File: config.mk
export PLATFORM = sky130hd
export DESIGN_NAME = i2c_protocol_fsm
export DESIGN_NICKNAME = d
export VERILOG_FILES = /design/src/rtl/i2c_pkg.sv /design/src/rtl/i2c_bus_sync.sv /design/src/rtl/i2c_protocol_fsm.sv
export SDC_FILE = /design/constraint.sdc
export NUM_CORES = 1
export LEC_CHECK = 0
export CORE_MARGIN = 4
export CORE_UTILIZATION = 44
export DETAILED_ROUTE_END_ITERATION = 8
export GPL_TIMING_DRIVEN = 1
export PLACE_DENSITY = 0.66
export SYNTH_ARGS = -nofsm -noshare
export SYNTH_HDL_FRONTEND = slang
export SYNTH_SLANG_ARGS = --single-unit
export TNS_END_PERCENT = 100
File: constraint.sdc
create_clock -name clk -period 5.5 [get_ports clk]
set_input_delay 1.65 -clock clk [delete_from_list [all_inputs] [get_ports clk]]
set_output_delay 1.65 -clock clk [all_outputs]
set_load 0.02 [all_outputs]
File: src/rtl/i2c_pkg.sv
// Shared I2C subordinate definitions: protocol state encoding, bit-slot
// constants and small decode helpers. The memory interface and its state
// machine import the same package, so these encodings must not change.
package i2c_pkg;

  // Protocol state. Encodings 8..15 are unused and are forced back to IDLE.
  typedef enum logic [3:0] {
    IDLE       = 4'd0,
    ADDR       = 4'd1,
    ADDR_ACK   = 4'd2,
    WRITE_DATA = 4'd3,
    WRITE_ACK  = 4'd4,
    READ_DATA  = 4'd5,
    READ_ACK   = 4'd6,
    IGNORE     = 4'd7
  } i2c_state_t;

  // Bit-slot numbering within a byte: 0..7 carry data MSB first, 8 is ACK.
  localparam logic [3:0] BIT_LAST = 4'd7;
  localparam logic [3:0] BIT_ACK  = 4'd8;

  // The subordinate owns SDA in both ACK slots it generates and while it
  // shifts read data out to the controller.
  function automatic logic drives_sda(input i2c_state_t s);
    return (s == ADDR_ACK) || (s == WRITE_ACK) || (s == READ_DATA);
  endfunction

  // States in which an SCL rise samples SDA into the receive shift register.
  function automatic logic shifts_in(input i2c_state_t s);
    return (s == ADDR) || (s == WRITE_DATA);
  endfunction

  // States in which SCL falls advance the bit-slot counter.
  function automatic logic counts_bits(input i2c_state_t s);
    return (s == ADDR) || (s == WRITE_DATA) || (s == READ_DATA);
  endfunction

  // True for the eight defined encodings.
  function automatic logic is_valid_state(input i2c_state_t s);
    return s <= IGNORE;
  endfunction

endpackage

File: src/rtl/i2c_bus_sync.sv
// SCL/SDA synchronizers and bus event detection. Produces the synchronized
// SDA level plus single-cycle SCL edge strobes and START/STOP strobes.
// SYNC_STAGES must be at least 2.
module i2c_bus_sync #(
  parameter int SYNC_STAGES = 2
) (
  input  logic clk,
  input  logic rst_n,
  input  logic scl_i,
  input  logic sda_i,
  output logic sda_s_o,
  output logic scl_rise_o,
  output logic scl_fall_o,
  output logic start_o,
  output logic stop_o
);

  logic [SYNC_STAGES-1:0] scl_sync_q;
  logic [SYNC_STAGES-1:0] sda_sync_q;
  logic                   scl_dly_q;
  logic                   sda_dly_q;
  logic                   scl_s;
  logic                   sda_s;
  logic                   sda_rise;
  logic                   sda_fall;

  // Shift the raw pins through the synchronizer chains and keep one-cycle
  // delayed copies of the synchronized levels for edge detection.
  always_ff @(posedge clk or negedge rst_n) begin
    if (!rst_n) begin
      // NOTE: all flops reset to 1 (idle bus) so that releasing reset never
      // looks like an SDA fall with SCL high, i.e. a false START.
      scl_sync_q <= '1;
      sda_sync_q <= '1;
      scl_dly_q  <= 1'b1;
      sda_dly_q  <= 1'b1;
    end else begin
      // NOTE: non-blocking assignments make every stage sample the previous
      // stage's old value, which is what turns this into a real shift chain.
      scl_sync_q <= {scl_sync_q[SYNC_STAGES-2:0], scl_i};
      sda_sync_q <= {sda_sync_q[SYNC_STAGES-2:0], sda_i};
      scl_dly_q  <= scl_s;
      sda_dly_q  <= sda_s;
    end
  end

  assign scl_s = scl_sync_q[SYNC_STAGES-1];
  assign sda_s = sda_sync_q[SYNC_STAGES-1];

  assign scl_rise_o = scl_s & ~scl_dly_q;
  assign scl_fall_o = ~scl_s & scl_dly_q;
  assign sda_rise   = sda_s & ~sda_dly_q;
  assign sda_fall   = ~sda_s & sda_dly_q;

  // SDA may only change while SCL is low during data; a change with SCL
  // high is a bus condition.
  assign start_o = sda_fall & scl_s;
  assign stop_o  = sda_rise & scl_s;
  assign sda_s_o = sda_s;

endmodule

File: src/rtl/i2c_protocol_fsm.sv
// Bus-level front end of the I2C subordinate. Tracks the protocol state and
// bit slot, matches the 7-bit address, latches the R/W direction and drives
// the address ACK. All outputs are registered.
module i2c_protocol_fsm
  import i2c_pkg::*;
#(
  parameter logic [6:0] SLAVE_ADDR  = 7'h42,
  parameter int         SYNC_STAGES = 2
) (
  input  logic       clk,
  input  logic       rst_n,
  input  logic       scl_in,
  input  logic       sda_in,
  output logic [3:0] i2c_state,
  output logic [3:0] clock_count,
  output logic       read_bit,
  output logic       write_bit,
  output logic       sda_en,
  output logic       addr_ack,
  output logic       start_det,
  output logic       stop_det
);

  logic sda_s;
  logic scl_rise;
  logic scl_fall;
  logic bus_start;
  logic bus_stop;

  i2c_bus_sync #(
    .SYNC_STAGES(SYNC_STAGES)
  ) u_bus_sync (
    .clk       (clk),
    .rst_n     (rst_n),
    .scl_i     (scl_in),
    .sda_i     (sda_in),
    .sda_s_o   (sda_s),
    .scl_rise_o(scl_rise),
    .scl_fall_o(scl_fall),
    .start_o   (bus_start),
    .stop_o    (bus_stop)
  );

  i2c_state_t state_q, state_d;
  logic [3:0] count_q, count_d;
  logic [7:0] shreg_q, shreg_d;
  logic       read_q, read_d;
  logic       write_q, write_d;
  logic       mack_q, mack_d;
  logic       skip_fall_q, skip_fall_d;
  logic       sda_en_q, addr_ack_q;
  logic       start_det_q, stop_det_q;

  // Next-state logic: bus conditions first (STOP over START), then SCL fall
  // transitions, then SCL rise sampling.
  always_comb begin
    // NOTE: every variable gets a default before any branch, so a path that
    // does not assign it holds the register instead of inferring a latch.
    state_d     = state_q;
    count_d     = count_q;
    shreg_d     = shreg_q;
    read_d      = read_q;
    write_d     = write_q;
    mack_d      = mack_q;
    skip_fall_d = skip_fall_q;

    if (bus_stop) begin
      state_d     = IDLE;
      count_d     = '0;
      read_d      = 1'b0;
      write_d     = 1'b0;
      skip_fall_d = 1'b0;
    end else if (bus_start) begin
      // Direction bits hold until the next address match.
      state_d     = ADDR;
      count_d     = '0;
      shreg_d     = '0;
      skip_fall_d = 1'b1;
    end else if (scl_fall) begin
      if (skip_fall_q) begin
        // The SCL fall that completes a (repeated) START only opens slot 0
        // of the address byte; it does not close a bit slot.
        skip_fall_d = 1'b0;
      end else begin
        case (state_q)
          ADDR: begin
            count_d = count_q + 4'd1;
            if (count_q == BIT_LAST) begin
              if (shreg_q[7:1] == SLAVE_ADDR) begin
                state_d = ADDR_ACK;
                read_d  = shreg_q[0];
                write_d = ~shreg_q[0];
              end else begin
                state_d = IGNORE;
              end
            end
          end
          ADDR_ACK: begin
            count_d = '0;
            state_d = write_q ? WRITE_DATA : READ_DATA;
          end
          WRITE_DATA: begin
            count_d = count_q + 4'd1;
            if (count_q == BIT_LAST) state_d = WRITE_ACK;
          end
          WRITE_ACK: begin
            count_d = '0;
            state_d = WRITE_DATA;
          end
          READ_DATA: begin
            count_d = count_q + 4'd1;
            if (count_q == BIT_LAST) state_d = READ_ACK;
          end
          READ_ACK: begin
            // A controller NACK ends the read; wait for STOP or START.
            count_d = '0;
            state_d = mack_q ? IGNORE : READ_DATA;
          end
          default: ;  // IDLE and IGNORE hold; invalid codes handled below
        endcase
      end
    end else if (scl_rise) begin
      if (shifts_in(state_q)) shreg_d = {shreg_q[6:0], sda_s};
      if (state_q == READ_ACK) mack_d = sda_s;
    end

    if (!is_valid_state(state_d)) begin
      state_d = IDLE;
      count_d = '0;
    end
  end

  // Protocol state machine registers; slot outputs are decoded from the
  // next state so they change together with i2c_state.
  always_ff @(posedge clk or negedge rst_n) begin
    if (!rst_n) begin
      state_q     <= IDLE;
      count_q     <= '0;
      shreg_q     <= '0;
      read_q      <= 1'b0;
      write_q     <= 1'b0;
      mack_q      <= 1'b0;
      skip_fall_q <= 1'b0;
      sda_en_q    <= 1'b0;
      addr_ack_q  <= 1'b0;
      start_det_q <= 1'b0;
      stop_det_q  <= 1'b0;
    end else begin
      state_q     <= state_d;
      count_q     <= count_d;
      shreg_q     <= shreg_d;
      read_q      <= read_d;
      write_q     <= write_d;
      mack_q      <= mack_d;
      skip_fall_q <= skip_fall_d;
      sda_en_q    <= drives_sda(state_d);
      addr_ack_q  <= (state_d == ADDR_ACK);
      start_det_q <= bus_start & ~bus_stop;
      stop_det_q  <= bus_stop;
    end
  end

  assign i2c_state   = state_q;
  assign clock_count = count_q;
  assign read_bit    = read_q;
  assign write_bit   = write_q;
  assign sda_en      = sda_en_q;
  assign addr_ack    = addr_ack_q;
  assign start_det   = start_det_q;
  assign stop_det    = stop_det_q;

endmodule

# ---- Word level (Yosys, flattened, before mapping)
# Cells that the tools add are included.
dict set report word_totals {
  inputBits 4
  regBits 30
  elab_cells 104
}
dict set report classes {
  n_addsub 1
  reduce_logical 16
  muxes 39
  n_lt_le_gt_ge 1
  n_eq_ne 17
  n_bitwise 15
}
# cell count
set ops {}
lappend ops {{$mux 4} 13}
lappend ops {{$mux 8} 4}
lappend ops {{$eq 4x3->1 const B} 6}
lappend ops {{$pmux 4 s6} 1}
lappend ops {{$mux 1} 17}
lappend ops {{$eq 4x2->1 const B} 3}
lappend ops {{$reduce_bool 2->1} 6}
lappend ops {{$ne 4x4->1 const B} 2}
lappend ops {{$not 1->1} 8}
lappend ops {{$pmux 4 s2} 1}
lappend ops {{$and 1x1->1} 7}
lappend ops {{$eq 7x7->1 const B} 1}
lappend ops {{$mux 3} 2}
lappend ops {{$reduce_and 6->1} 1}
lappend ops {{$reduce_or 3->1} 2}
lappend ops {{$ne 5x5->1 const B} 1}
lappend ops {{$reduce_and 5->1} 1}
lappend ops {{$add 4x1->4 const B} 1}
lappend ops {{$eq 4x1->1 const B} 1}
lappend ops {{$le 4x3->1 const B} 1}
lappend ops {{$ne 2x1->1 const B} 2}
lappend ops {{$reduce_and 4->1} 1}
lappend ops {{$logic_or 1x1->1} 3}
lappend ops {{$reduce_and 3->1} 1}
lappend ops {{3 further kinds} 3}

# ---- Logic depth before layout (Yosys ltp)
# Gate-level depths: netlist of run 1.
dict set report logic_depth {
  depth_word 13
  mapped_depth 6
  mapped_depth_nobuf 6
}

# ---- Hierarchy
# From an unflattened synthesis of run 1, not the netlist that was laid out.
dict set report unflattened {
  cells_unflattened 123
  area_unflattened_um2 1468.9
}
# module n_inst cells_each area_each_um2 seq_area_each_um2
set modules_own_cells {}
lappend modules_own_cells {i2c_protocol_fsm 1 113 1278.7 600.6}
lappend modules_own_cells {i2c_bus_sync 1 10 190.2 157.7}

# ---- Least setup slack after synthesis of run 1
# OpenSTA, ideal clock, no wires.
dict set report synth_path {
  path_kind {reg-to-output}
  from {register state_q[3], in the netlist i2c_state[3]}
  to {output port i2c_state[3]}
  path_buffers 0
  arrival_ps 496
  stages_incl_launch_ff 1
  path_slack_ps 3354
  cell_sequence {dfrtp_1}
}
# item line_no
set synth_rtl {}
lappend synth_rtl {{start, declared} i2c_protocol_fsm.sv:44} ;# i2c_state_t state_q, state_d;
lappend synth_rtl {{start signal, assigned} i2c_protocol_fsm.sv:149} ;# state_q <= state_d;
lappend synth_rtl {{end, declared} i2c_protocol_fsm.sv:14} ;# output logic [3:0] i2c_state,
# No word-level cell between the ends.

# ---- Worst setup path after layout of run 1
dict set report layout_path {
  from {register state_q[1], in the netlist i2c_state[1]}
  to {output port i2c_state[1]}
}
# No word-level cell between the ends.

==> flow_summary.ini, run 1 <==
[sta]
finalSetupTns_ns = 0
report.final.slew_viol_count = 0
rsz0062_at_grt = no
layout_min_cycle_time_ns = 3.23
fin_skew_ns = 0.0173
worst-slew-pin-transition_ns = 0.734
setup_violations = 0
fmax_mhz = 309
finalCritPeriodShare_pct = 58.8
hold_viol_final = 0
timing.slew.headroom_pct = 50.7
worst_slack_ns = 2.27

[synthesis]
syn_avg_cell_area_um2 = 10.6
synth.distinct_cells = 43
synth_warnings = 0
ys_ff_latch = 30
ys.flop_type = dfrtp_1
synth.yosys.seq_area_share_pct = 54.8
syn_inst = 131
netlist_area_um2 = 1380
synth_edf_count = 0
synth_async_sr_flop_share_pct = 100
syn_nets = 136

[min_path]
hp-start = u_bus_sync.sda_sync_q[0]
hold_class = reg -> reg
hold_end = u_bus_sync.sda_sync_q[1]
whs_path_depth = 0

[setup_path]
rr_endpoint = addr_ack
crit_buf_inv = 1
cp_top_family = buffers and inverters
r2r-start = u_bus_sync.scl_dly_q
path_class = reg -> out
crit_fanout = 14
crit_path_max_incr_delay_ns = 0.68
cp-end-kind = output port
startpoint_type = flop
r2r_setup_slack_ns = 3.23
worstPathCellList = clkdlybuf4s50_1
worstPathArrival_ns = 1.58
cp.required_ns = 3.85
rr_worst_depth = 5
cp_slowest_cell = clkdlybuf4s50_1

[route]
wirelength_um = 2630
vias_per_cell = 5.31
avgRoutedWirePerCell_um = 13.3
drc = 0
vias = 1046
drtAntennaViolNets = 0
first_pass_iters = 4
first_iter_violations = 32

[clock_network]
root_buffer = clkbuf_4
post_cts_resized = 0
cts.clk_slew.worst_paths_ns = 0.08
htreeDepth = 2
post_cts_buffers = 0
clock_sinks = 30
numCtsBuffers = 5
clock_latency_ns = 0.33
clock_path_buffers = 2
holdBufCountCts = 0
cts_tree = yes

[final_layout]
drive_gt1_share_pct = 13.7
n_antenna_cell = 0
layout.nets = 157
multiInputGateArea_um2 = 588
syn_to_final_growth_pct = 21.9
fillers = 246
regArea_um2 = 758
design_area_um2 = 1690

[placement]
pre_cts_ws_ns = 2.62
place_congestion = 0.894
port_buffers = 17
dpl_cell_area_um2 = 1600
place_hpwl_um = 1890

[floorplan]
dieWidth_um = 64.1
pin_count = 18
dieArea_um2 = 4110
start_util_pct = 45.7
die_y_um = 64.1
fp.coreArea_um2 = 3030
rows = 20

[power_and_ir_drop]
cellPowerDensity_nw_per_um2 = 269
irDropWorstVdd_uv = 150
totalPowerFinal_mw = 0.454
cellLeakagePower_nw = 0.730

[grt]
antenna_found_initial = 0
gr-total-overflow = 0
track_usage_pct = 14.7
grt_max_degree = 31
grt_pass1_wl_um = 4660
first_global_vias = 1048

[outcome]
outcome = finished clean

[job]
maxCapViolations = 0
-- layer usage --
layer | track usage [%] | up-vias | share of wire (%)
met2 | 23.0 | 30 | 46
met4 | 5.66 | 0 | 1.1
met5 | 0 | - | 0
met3 | 5.45 | 3 | 5.2
li1 | - | 520 | -
met1 | 18.3 | 493 | 48
-- worst reg2reg max path: stages, from the launching register on --
cell	delay, ns
dfstp_2	0.56
or4b_4	0.50
or3_1	0.45
a221oi_1	0.37
or3_4	0.21
nor2_1	0.04
-- area by class of cell --
| class | instances | share of cell area [%] |
|---|---|---|
| inverters | 6 | 1.34 |
| clock buffers | 7 | 3.26 |
| well taps | 44 | 3.26 |
| repair buffers | 18 | 10.5 |
| flip-flops and latches | 30 | 45.0 |
| clock inverters | 1 | 1.78 |
| multi-input cells | 91 | 34.9 |
-- stage by stage --
| stage | hold WS (ns) | std cells | util (%) |
|---|---|---|---|
| 3_5_place_dp | 0.348 | 189 | 52.9 |
| 6_report | 0.360 | 197 | 55.7 |
| 3_3_place_gp | 0.347 | 189 | 52.9 |
| 2_1_floorplan | 0.345 | 131 | - |
| 4_1_cts | 0.362 | 197 | 55.7 |
| 5_1_grt | 0.364 | 197 | 55.7 |
-- worst max path at each step --
stage,from,slack [ns],cells past startpoint,end
after floorplan,i2c_state[3],3.35,0,i2c_state[3]
after CTS,i2c_state[1],2.26,1,i2c_state[1]
after detailed placement,i2c_state[1],2.62,1,i2c_state[1]
after global routing,i2c_state[1],2.18,1,i2c_state[1]
final,i2c_state[1],2.27,1,i2c_state[1]
after global placement,i2c_state[1],2.65,1,i2c_state[1]
-- flip-flops by register name (all words and copies together), names as in the netlist --
| name | flops |
|---|---|
| shreg_q | 8 |
| clock_count | 4 |
| i2c_state | 4 |
| u_bus_sync.scl_sync_q | 2 |
| u_bus_sync.sda_sync_q | 2 |
| addr_ack | 1 |
| mack_q | 1 |
| read_bit | 1 |
| sda_en | 1 |
| skip_fall_q | 1 |
| start_det | 1 |
| stop_det | 1 |
| u_bus_sync.scl_dly_q | 1 |
| u_bus_sync.sda_dly_q | 1 |
| write_bit | 1 |
-- power breakdown --
part | internal [mW] | leakage (nW) | switching [mW]
logic | 0.0151 | 0.300 | 0.0193
clock network | 0.108 | 0.0455 | 0.0727
registers | 0.229 | 0.385 | 0.00945
-- cells in the mapped netlist (2+ instances only) --
master    count  share of area (%)
dfrtp_1      24                 43
nand2_1      10                2.7
o21ai_0      10                3.6
a22o_1        8                5.1
nor2_1        8                2.2
dfstp_2       6                 11
inv_1         6                1.6
nor3_1        5                1.8
clkbuf_1      4                1.1
o21ai_1       4                1.4
a21oi_1       3                1.1
nand3_1       3                1.1
or2_2         3                1.4
a221o_1       2                1.4
and2b_1       2                1.1
and3_1        2               0.90
mux2i_1       2                1.4
nand2b_1      2               0.90
nand3b_1      2                1.1
nor3b_1       2                1.1
-- cells by family after synthesis --
logic type	Yosys count	synth area share, %
AND/OR/NAND/NOR	49	20.3
AO/OA/AOI/OAI	36	18.2
flip-flops	30	54.8
buffers and inverters	10	2.71
adder cells (fa/ha/maj)	2	1.63
multiplexers	2	1.45
other	1	0.271
XOR/XNOR	1	0.633
-- cells in the final DEF (no fill, tap or decap), types with 3 or more instances in the layout --
cell | synthesis | layout
a21oi_1 | 3 | 3
a22o_1 | 8 | 8
clkdlybuf4s50_1 | 0 | 17
clkbuf_4 | 0 | 5
or2_2 | 3 | 3
o21ai_0 | 10 | 10
o21ai_1 | 4 | 4
dfrtp_1 | 24 | 24
nand2_1 | 10 | 10
dfstp_2 | 6 | 6
nor3_1 | 5 | 5
nand3_1 | 3 | 3
nor2_1 | 8 | 8
inv_1 | 6 | 6
Note: power is estimated with default switching activity, not from simulation.
==> run 2: changes to the inputs <==
clock period = 3.2 ns   (was 5.5 ns; I/O delays follow)
==> flow_summary.ini, run 2 (same netlist as run 1, synthesis figures left out) <==
[sta]
hold_viol_final = 0
report.final.slew_viol_count = 0
setup_violations = 0
worst-slew-pin-transition_ns = 0.761
fmax_mhz = 394
fin_skew_ns = 0.0149
finalSetupTns_ns = 0
rsz0062_at_grt = no
timing.slew.headroom_pct = 48.9
finalCritPeriodShare_pct = 79.3
layout_min_cycle_time_ns = 2.54

[job]
maxCapViolations = 0

[power_and_ir_drop]
p_switching_mw = 0.174
p_seq_share_pct = 60.6
cellPowerDensity_nw_per_um2 = 410
combPwrFrac_pct = 8.7
irDropWorstVdd_uv = 303
clockPowerShare_pct = 30.7
p_sw_share_pct = 25.7
p_int_mw = 0.504
cellLeakagePower_nw = 0.717
totalPowerFinal_mw = 0.678

[clock_network]
post_cts_buffers = 0
numCtsBuffers = 5
holdBufCountCts = 0
clock_path_buffers = 2
cts.clk_slew.worst_paths_ns = 0.09
clock_latency_ns = 0.33
htreeDepth = 2
post_cts_resized = 0
cts_tree = yes
clock_sinks = 30
root_buffer = clkbuf_4

[floorplan]
pin_count = 18
dieArea_um2 = 4110
rows = 20
die_y_um = 64.1
dieWidth_um = 64.1
start_util_pct = 45.7
fp.coreArea_um2 = 3030

[grt]
first_global_vias = 1051
grt_max_degree = 31
antenna_found_initial = 0
gr-total-overflow = 0
track_usage_pct = 15.0
grt_pass1_wl_um = 4770

[route]
wl_met1_um = 1220
wirelength_um = 2650
first_pass_iters = 4
first_iter_violations = 42
drtAntennaViolNets = 0
route.met2.wl_um = 1220
vias = 1084
vias_per_cell = 5.50
top_layer_used = met4
route.met3.wl_um = 176
drc = 0
avgRoutedWirePerCell_um = 13.4

[final_layout]
layout_commonest_cell = dfrtp_1
largest_reg_flops = 8
layout.nets = 157
n_antenna_cell = 0
mostFrequentLayoutCells = dfrtp_1 (24), clkdlybuf4s50_1 (17), nand2_1 (10), o21ai_0 (10)
regMostFlops = shreg_q
drive_gt1_share_pct = 13.7
syn_to_final_growth_pct = 19.4

[setup_path]
crit_buf_inv = 1
cp_top_family = buffers and inverters
path_class = reg -> out
crit_fanout = 14
cp-end-kind = output port
worstPathArrival_ns = 1.58
cp.required_ns = 2.24
worstPathCellList = clkdlybuf4s50_1
startpoint_type = flop
crit_path_max_incr_delay_ns = 0.68
cp_slowest_cell = clkdlybuf4s50_1

[placement]
place_hpwl_um = 1910
place_congestion = 0.788
port_buffers = 17

[outcome]
outcome = finished clean

[min_path]
hold_class = reg -> reg
run 2: final cells by class:
| cell class | count | area, um2 |
|---|---|---|
| well taps | 44 | 55.1 |
| clock inverters | 2 | 10.0 |
| multi-input cells | 91 | 588 |
| fillers | 279 | 1380 |
| repair buffers | 18 | 178 |
| inverters | 6 | 22.5 |
| clock buffers | 6 | 41.3 |
| flip-flops and latches | 30 | 758 |
run 2: routing by layer:
layer,up-vias,track usage [%]
met3,2,5.80
met5,-,0
li1,525,-
met1,521,19.4
met2,36,23.5
met4,0,4.04
run 2: power groups by stage:
| stage | clock network, mW | registers [mW] | logic [mW] |
|---|---|---|---|
| global route | 0.238 | 0.414 | 0.0673 |
| finish | 0.208 | 0.411 | 0.0588 |
| floorplan | 0 | 0.415 | 0.0335 |
| global placement | 0 | 0.417 | 0.0583 |
| CTS | 0.218 | 0.411 | 0.0598 |
| detailed placement | 0 | 0.418 | 0.0595 |
run 2: final timing paths:
kind | startpoint | endpoint | slack (ns) | cells past startpoint
worst max-delay path | i2c_state[1] | i2c_state[1] | 0.66 | 1
worst min-delay path | u_bus_sync.scl_sync_q[0] | u_bus_sync.scl_sync_q[1] | 0.36 | 0
worst max register to register | u_bus_sync.scl_dly_q | sda_en | 0.99 | 5
worst min register to register | u_bus_sync.scl_sync_q[0] | u_bus_sync.scl_sync_q[1] | 0.36 | 0
max in group asynchronous | rst_n | u_bus_sync.sda_dly_q | 1.88 | 2
min in group asynchronous | rst_n | shreg_q[6] | 0.99 | 2
run 2: metrics by stage:
step,hold slack (ns),setup slack [ns],utilization (%),cells,instance area (um2)
6_report,0.363,0.663,54.6,197,1650
5_1_grt,0.371,0.566,54.6,197,1650
4_1_cts,0.366,0.642,54.6,197,1650
3_5_place_dp,0.353,0.999,52.9,189,1600
3_3_place_gp,0.346,1.03,52.9,189,1600
2_1_floorplan,0.345,1.06,-,131,1380
==> run 3: changes to the inputs <==
PLACE_DENSITY = 0.68   (was 0.66)
clock period = 2.3 ns   (was 3.2 ns; I/O delays follow)
==> flow_summary.ini, run 3 (same netlist as run 1, synthesis figures left out) <==
[outcome]
outcome = finished clean

[sta]
report.final.slew_viol_count = 0
hold_viol_final = 0
worst_slack_ns = 0.0811
setup_violations = 0
timing.slew.headroom_pct = 64.7
fmax_mhz = 451
finalSetupTns_ns = 0
finalCritPeriodShare_pct = 96.5
worst-slew-pin-transition_ns = 0.523
fin_skew_ns = 0.0104
layout_min_cycle_time_ns = 2.22
rsz0062_at_grt = no

[setup_path]
cp_slowest_cell = clkdlybuf4s50_1
worstPathCellList = clkdlybuf4s50_1
path_class = reg -> out
crit_path_max_incr_delay_ns = 0.67
crit_fanout = 11
crit_buf_inv = 1
r2r_setup_slack_ns = 0.13
cp_top_family = buffers and inverters
cp-end-kind = output port
cp.required_ns = 1.61
worstPathArrival_ns = 1.53
startpoint_type = flop

[clock_network]
clock_sinks = 30
numCtsBuffers = 5
htreeDepth = 2
clock_latency_ns = 0.33
cts_tree = yes
cts.clk_slew.worst_paths_ns = 0.09
clock_path_buffers = 2
post_cts_buffers = 0
root_buffer = clkbuf_4
post_cts_resized = 0
holdBufCountCts = 0

[placement]
place_hpwl_um = 1960
place_congestion = 0.764
pre_cts_ws_ns = 0.108
port_buffers = 17

[grt]
grt_max_degree = 31
gr-total-overflow = 0
antenna_found_initial = 0
grt_pass1_wl_um = 4490
first_global_vias = 1044
track_usage_pct = 14.4

[final_layout]
layout.nets = 161
drive_gt1_share_pct = 17.2
largest_reg_flops = 8
regMostFlops = shreg_q
layout_commonest_cell = dfrtp_1
mostFrequentLayoutCells = dfrtp_1 (23), clkdlybuf4s50_1 (17), nand2_1 (10), o21ai_0 (10)
syn_to_final_growth_pct = 22.8
n_antenna_cell = 0

[floorplan]
rows = 20
die_y_um = 64.1
dieArea_um2 = 4110
pin_count = 18
start_util_pct = 45.7
dieWidth_um = 64.1
fp.coreArea_um2 = 3030

[route]
avgRoutedWirePerCell_um = 13.4
vias = 1079
vias_per_cell = 5.37
first_pass_iters = 4
drtAntennaViolNets = 0
wirelength_um = 2690
drc = 0
first_iter_violations = 51

[power_and_ir_drop]
irDropWorstVdd_uv = 350
cellLeakagePower_nw = 0.744
cellPowerDensity_nw_per_um2 = 576

[job]
maxCapViolations = 0

[min_path]
hold_class = reg -> reg
## run 3: cell count changes in the layout (fill, tap and decap cells not counted), sizes merged
cell and change:
buf +4, clkbuf +1, clkinv -1
## run 3: layout make-up
type	count	area [um2]
flip-flops and latches	30	759
clock buffers	7	55.1
multi-input cells	91	594
fillers	270	1330
well taps	44	55.1
clock inverters	1	5.00
inverters	6	22.5
repair buffers	22	208
## run 3: metrics by stage
stage | instances | power, mW | area [um2] | hold slack [ns] | util [%]
finish | 201 | 0.978 | 1700 | 0.360 | 56.1
global route | 201 | 1.03 | 1700 | 0.365 | 56.1
CTS | 201 | 0.986 | 1690 | 0.360 | 55.9
detailed placement | 193 | 0.668 | 1630 | 0.347 | 53.9
global placement | 193 | 0.665 | 1630 | 0.346 | 53.9
floorplan | 131 | 0.624 | 1380 | 0.345 | -
## run 3: final timing paths
path / end / cells after the start / startpoint
max in group asynchronous: u_bus_sync.scl_sync_q[0] / 2 / rst_n
worst max-delay path: i2c_state[0] / 1 / i2c_state[0]
worst min-delay path: u_bus_sync.sda_sync_q[1] / 0 / u_bus_sync.sda_sync_q[0]
min in group asynchronous: shreg_q[6] / 2 / rst_n
worst min register to register: u_bus_sync.sda_sync_q[1] / 0 / u_bus_sync.sda_sync_q[0]
worst max register to register: sda_en / 5 / u_bus_sync.scl_dly_q
## run 3: per-layer routing
metal  part of all wire [%]  vias up  global-route usage, %  wire length (um)
met2                     45       29                   22.2              1210
met4                    1.6        0                   5.93                44
met5                      0        -                      0                 0
met3                    5.8        6                   6.15               155
li1                       -      527                      -                 -
met1                     47      517                   17.6              1270
## run 3: report_power, final
group | switching [mW] | internal [mW]
combinational | 0.0511 | 0.0390
sequential | 0.0190 | 0.549
clock | 0.172 | 0.148
## run 3: worst register-to-register path: cells and delay by family, from the launching register on
family	cells	cell delay (ns)
AO/OA/AOI/OAI	3	0.67
flip-flops	1	0.55
AND/OR/NAND/NOR	2	0.90
